===== config.mk =====
export PLATFORM = sky130hd
export DESIGN_NAME = bus_select_rr
export DESIGN_NICKNAME = d
export VERILOG_FILES = /design/src/rtl/bus_select_rr_pkg.sv /design/src/rtl/bus_select_rr_pick.sv /design/src/rtl/bus_select_rr.sv
export SDC_FILE = /design/constraint.sdc
export NUM_CORES = 1
export LEC_CHECK = 0
export ABC_CLOCK_PERIOD_IN_PS = 11200
export CAP_MARGIN = 20
export CORE_MARGIN = 1
export CORE_UTILIZATION = 35
export CTS_CLUSTER_DIAMETER = 50
export DETAILED_ROUTE_END_ITERATION = 12
export PLACE_DENSITY = 0.71
export SETUP_SLACK_MARGIN = 0.1
export SKIP_CTS_REPAIR_TIMING = 1
export SLEW_MARGIN = 25
export SYNTH_ARGS = -nofsm -noshare
export SYNTH_HDL_FRONTEND = slang
export SYNTH_SLANG_ARGS = --single-unit

===== constraint.sdc =====
create_clock -name Clock -period 11.2 [get_ports Clock]
set_input_delay 2.24 -clock Clock [delete_from_list [all_inputs] [get_ports Clock]]
set_output_delay 2.24 -clock Clock [all_outputs]
set_load 0.02 [all_outputs]

===== src/rtl/bus_select_rr_pkg.sv =====
// bus_select_rr_pkg: shared bus constants (default sizes) and select-mode encoding
package bus_select_rr_pkg;
   localparam int BUS_WIDTH = 16;
   localparam int BUS_NCH   = 8;
   localparam int BUS_SELW  = 3;
   typedef enum logic {MODE_DIRECT = 1'b0, MODE_RR = 1'b1} mode_e;
endpackage


===== src/rtl/bus_select_rr_pick.sv =====
// rr_pick: wrap-around priority search; finds first set req at or above ptr, wrapping NCH-1 -> 0
//   req   : per-channel request flags
//   ptr   : search start channel (always < NCH)
//   found : some request is set
//   idx   : index of the chosen channel (0 when none found)
module rr_pick
   import bus_select_rr_pkg::*;
#(
   parameter int NCH  = BUS_NCH,
   parameter int SELW = BUS_SELW
) (
   input  logic [NCH-1:0]  req,
   input  logic [SELW-1:0] ptr,
   output logic            found,
   output logic [SELW-1:0] idx
);
   always_comb begin
      found = 1'b0;
      idx   = '0;
      for (int i = 0; i < NCH; i++) begin
         if (!found && req[(int'(ptr) + i) % NCH]) begin
            found = 1'b1;
            idx   = SELW'((int'(ptr) + i) % NCH);
         end
      end
   end
endmodule


===== src/rtl/bus_select_rr.sv =====
// bus_select_rr: registered channel selector, direct (S) or round-robin, with valid/ready output
//   Clock, Resetn : clock, async active-low reset
//   mode, S       : 0 = direct select via S, 1 = round-robin among req
//   req, din      : per-channel data-available flags and packed channel data
//   ready         : downstream accepts Q this cycle
//   Q, valid      : registered selected word and its occupancy flag
//   grant         : one-hot, combinational, on the channel captured this cycle
//   sel_out       : index of the channel held in Q
module bus_select_rr
   import bus_select_rr_pkg::*;
#(
   parameter int WIDTH = BUS_WIDTH,
   parameter int NCH   = BUS_NCH,
   parameter int SELW  = BUS_SELW
) (
   input  logic                 Clock,
   input  logic                 Resetn,
   input  logic                 mode,
   input  logic [SELW-1:0]      S,
   input  logic [NCH-1:0]       req,
   input  logic [NCH*WIDTH-1:0] din,
   input  logic                 ready,
   output logic [WIDTH-1:0]     Q,
   output logic                 valid,
   output logic [NCH-1:0]       grant,
   output logic [SELW-1:0]      sel_out
);
   logic [WIDTH-1:0]      q_q, q_d;
   logic                  valid_q, valid_d;
   logic [SELW-1:0]       sel_q, sel_d, ptr_q, ptr_d;
   logic [(1<<SELW)-1:0]  req_ext;
   logic                  rr_found, eligible, load;
   logic [SELW-1:0]       rr_idx, pick;

   rr_pick #(.NCH(NCH), .SELW(SELW)) u_pick (
      .req   (req),
      .ptr   (ptr_q),
      .found (rr_found),
      .idx   (rr_idx)
   );

   // req_ext pads req to the full S range so an out-of-range S reads as "no request"
   always_comb begin
      req_ext          = '0;
      req_ext[NCH-1:0] = req;
      pick     = (mode == MODE_RR) ? rr_idx : S;
      eligible = (mode == MODE_RR) ? rr_found : ((int'(S) < NCH) && req_ext[S]);
      load     = Resetn && (!valid_q || ready) && eligible;
      grant    = load ? (NCH'(1) << pick) : '0;
      q_d      = load ? din[int'(pick)*WIDTH +: WIDTH] : q_q;
      sel_d    = load ? pick : sel_q;
      valid_d  = load || (valid_q && !ready);
      ptr_d    = (load && mode == MODE_RR) ? ((rr_idx == SELW'(NCH-1)) ? '0 : rr_idx + 1'b1) : ptr_q;
   end

   always_ff @(posedge Clock or negedge Resetn) begin
      if (!Resetn) begin
         q_q     <= '0;
         valid_q <= 1'b0;
         sel_q   <= '0;
         ptr_q   <= '0;
      end else begin
         q_q     <= q_d;
         valid_q <= valid_d;
         sel_q   <= sel_d;
         ptr_q   <= ptr_d;
      end
   end

   assign Q       = q_q;
   assign valid   = valid_q;
   assign sel_out = sel_q;
endmodule


==> impl_metrics.prom <==
# TYPE chip_impl_metric gauge
chip_impl_info{name="r2r-end",value="Q[8]"} 1
chip_impl_metric{name="slew_viol_final",unit=""} 0
chip_impl_metric{name="postRouteAntennaNets",unit=""} 0
chip_impl_info{name="worst-setup-path-type",value="input pin to primary output"} 1
chip_impl_metric{name="number_of_rows_created_at_floorplan",unit=""} 36
chip_impl_metric{name="drive_above_1_share",unit=""} 0.155
chip_impl_metric{name="dr_total_vias",unit=""} 3835
chip_impl_metric{name="clock-sinks",unit=""} 23
chip_impl_metric{name="yosysUniqueCellTypes",unit=""} 66
chip_impl_metric{name="n_antenna_cell",unit=""} 0
chip_impl_metric{name="worst_hold_path.num_cells",unit=""} 2
chip_impl_metric{name="arrival",unit="ns"} 6.76
chip_impl_metric{name="yosysWarnings",unit=""} 0
chip_impl_info{name="cts_tree",value="yes"} 1
chip_impl_metric{name="area_overhead_of_the_layout_relative_to_synthesis",unit="%"} 48.9
chip_impl_metric{name="first_pass_grt_wire_length",unit="um"} 19000
chip_impl_metric{name="post-route-min-period",unit="ns"} 9.00
chip_impl_metric{name="antenna_found_initial",unit=""} 0
chip_impl_metric{name="power.density",unit="nW/um^2"} 217
chip_impl_metric{name="grt_overflow",unit=""} 0
chip_impl_info{name="holdCritPathClass",value="flop to flop"} 1
chip_impl_metric{name="worst_ep_required_time",unit="ns"} 8.96
chip_impl_metric{name="cts-root-to-sink-buffers",unit=""} 2
chip_impl_info{name="rsz0062_at_grt",value="no"} 1
chip_impl_metric{name="regArea",unit="sq um"} 576
chip_impl_info{name="mostFrequentLayoutCells",value="clkdlybuf4s50_1, mux2_2, nand2_1"} 1
chip_impl_metric{name="detailedRoute.firstPassIterationCount",unit=""} 5
chip_impl_metric{name="cellLeakagePower",unit="nW"} 1.96
chip_impl_metric{name="ff2ff_path_depth",unit=""} 12
chip_impl_metric{name="synth_enable_flop_cells",unit=""} 0
chip_impl_info{name="yosys.area.top_type",value="dfrtp_1"} 1
chip_impl_metric{name="grt_pass1_vias",unit=""} 3845
chip_impl_metric{name="fill_cells",unit=""} 951
chip_impl_metric{name="drt_iter0_drc",unit=""} 180
chip_impl_metric{name="fin_skew",unit="ns"} 0.00455
chip_impl_info{name="layout.cells.most_common",value="clkdlybuf4s50_1"} 1
chip_impl_metric{name="timing.final.hold_violations",unit=""} 0
chip_impl_metric{name="floorplan.io_pins",unit=""} 171
chip_impl_metric{name="setup_tns_final",unit="ns"} 0
chip_impl_metric{name="multiInputGateArea",unit="sq um"} 2740
chip_impl_metric{name="post_drt_via_cell_ratio",unit=""} 5.73
chip_impl_info{name="root_buffer",value="clkbuf_8"} 1
chip_impl_metric{name="relSlewSlack",unit=""} 0.361
chip_impl_metric{name="io_buffers",unit=""} 170
chip_impl_metric{name="max_cap_violations",unit=""} 0
chip_impl_metric{name="gp_congestion",unit=""} 0.920
chip_impl_info{name="dominantRegCellSynth",value="dfrtp_1"} 1
chip_impl_metric{name="floorplan.initialDensity",unit=""} 0.361
chip_impl_info{name="critical_path.endpoint_type",value="primary output"} 1
chip_impl_info{name="result_of_the_run",value="finished, final reports clean"} 1
chip_impl_metric{name="deepest_level_of_the_cts_h_tree",unit=""} 1
chip_impl_metric{name="drt-wirelength-per-cell",unit="um"} 18.2
chip_impl_metric{name="upper_clock_frequency_limit",unit="GHz"} 0.111
chip_impl_metric{name="syn_avg_cell_area",unit="sq um"} 8.99
chip_impl_info{name="post_synth_main_area_contributors",value="dfrtp_1, mux2_2, mux4_2"} 1
chip_impl_metric{name="synth-seq-area-share",unit=""} 0.162
chip_impl_metric{name="setup_violations",unit=""} 0
chip_impl_info{name="worstReg2RegStart",value="ptr_q[1]"} 1
chip_impl_metric{name="numCtsBuffers",unit=""} 3
chip_impl_metric{name="synth.net_count",unit=""} 541
chip_impl_metric{name="route.detailed.drc",unit=""} 0
chip_impl_metric{name="postSynthRegisterBits",unit=""} 23
chip_impl_metric{name="floorplan.core_area",unit="sq um"} 9820
chip_impl_metric{name="max_slew.worst_pin.slew",unit="ns"} 0.955
chip_impl_metric{name="maximum_number_of_pins_on_one_net_before_global_route_repair",unit=""} 44
chip_impl_metric{name="clk_pin_slew",unit="ns"} 0.09
chip_impl_metric{name="ir_worst_vdd",unit="mV"} 0.108
chip_impl_metric{name="dieArea",unit="sq um"} 10500
chip_impl_info{name="hold_path_startpoint",value="Q[14]"} 1
chip_impl_metric{name="final_min_period_over_clock_period",unit=""} 0.804
chip_impl_info{name="hold_end",value="Q[14]"} 1
chip_impl_metric{name="synth_cells",unit=""} 395
chip_impl_metric{name="detail_route.wirelength",unit="um"} 12200
chip_impl_metric{name="design.final.nets",unit=""} 683
chip_impl_metric{name="total_track_usage",unit=""} 0.232
chip_impl_metric{name="reg2reg_slack",unit="ns"} 5.51
chip_impl_metric{name="worst_skew_pair.late_latency",unit="ns"} 0.28
chip_impl_metric{name="dp_hpwl",unit="um"} 9530
chip_impl_metric{name="async_reset_ff_frac",unit=""} 1.00
chip_impl_metric{name="largest_fanout_on_the_critical_path",unit=""} 18
chip_impl_metric{name="die_y",unit="um"} 103
chip_impl_metric{name="die_x",unit="um"} 103
chip_impl_info{name="startpoint_type",value="input pin"} 1
chip_impl_metric{name="post-synth-top-area-fraction",unit=""} 0.162
chip_impl_metric{name="finalPower",unit="W"} 0.00115
chip_impl_metric{name="synth_area",unit="sq um"} 3550
worst max-delay path by stage:
| stage | startpoint | slack [ns] | endpoint |
|---|---|---|---|
| after floorplan | req[4] | 3.87 | grant[7] |
| after global placement | req[3] | 2.28 | grant[4] |
| after detailed placement | req[5] | 2.19 | grant[4] |
| after CTS | req[5] | 2.21 | grant[4] |
| after global routing | req[2] | 1.89 | grant[4] |
| final | req[2] | 2.20 | grant[4] |
state kept, by name, indices dropped and copies added (netlist names):
name and flops:
Q 16, ptr_q 3, sel_out 3, valid 1
synthesized netlist by cell type (all sizes together), types with 9 or more instances:
| master | n |
|---|---|
| a21oi | 13 |
| a211oi | 9 |
| dfrtp | 23 |
| nor2 | 24 |
| mux2 | 41 |
| buf | 16 |
| a22o | 9 |
| a22oi | 10 |
| clkbuf | 21 |
| mux2i | 30 |
| o2111ai | 10 |
| o2bb2ai | 9 |
| nor3b | 9 |
| mux4 | 16 |
| nand2 | 35 |
| nand3 | 21 |
power breakdown:
part | internal, W | switching (W) | leakage (nW)
Sequential | 0.000121 | 0.0000446 | 0.283
Combinational | 0.000432 | 0.000494 | 1.65
Clock | 0.0000250 | 0.0000312 | 0.0255
worst max-delay path, stage by stage:
cell and delay, ns:
clkdlybuf4s50_1 0.60, mux2_2 0.39, mux4_2 0.46, a2bb2oi_1 0.21
a2111oi_0 0.44, a21oi_2 0.25, a31oi_4 0.41, and2_1 0.58
nand2b_1 0.37, nor2_1 0.17, clkdlybuf4s50_1 0.62
per-stage QoR:
step	setup WS [ns]	util	hold WS [ns]	cells	cell area, sq um
final	2.20	0.538	0.498	669	5280
after global routing	1.89	0.538	0.530	669	5280
after CTS	2.21	0.538	0.500	669	5280
after detailed placement	2.19	0.533	0.472	665	5240
after global placement	2.28	0.533	0.463	665	5230
after floorplan	3.87	-	0.595	395	3550
layer usage:
| layer | share of wire | wire length, um | GRT usage | up-vias |
|---|---|---|---|---|
| met1 | 0.41 | 4990 | 0.294 | 1800 |
| met4 | 0.027 | 332 | 0.0802 | 0 |
| met3 | 0.071 | 869 | 0.0393 | 26 |
| met2 | 0.49 | 5980 | 0.398 | 185 |
| met5 | 0 | 0 | 0 | - |
| li1 | - | - | - | 1824 |
cell families after synthesis:
kind of cell,synth area share
buffers and inverters,0.0687
AOI/OAI and AO/OA,0.206
xor gates and xnor gates,0.0123
DFF,0.162
muxes,0.317
and+or+nand+nor,0.223
adders and majority gates,0.0106
cell type report:
class                           instances  share of cell area
Sequential cell                        23               0.109
Timing Repair Buffer                  174               0.328
Multi-Input combinational cell        328               0.518
Inverter                                7             0.00497
Clock buffer                            3             0.00781
Tap cell                              133              0.0315
Clock inverter                          1            0.000947
Power figures use the tool's default switching activity.
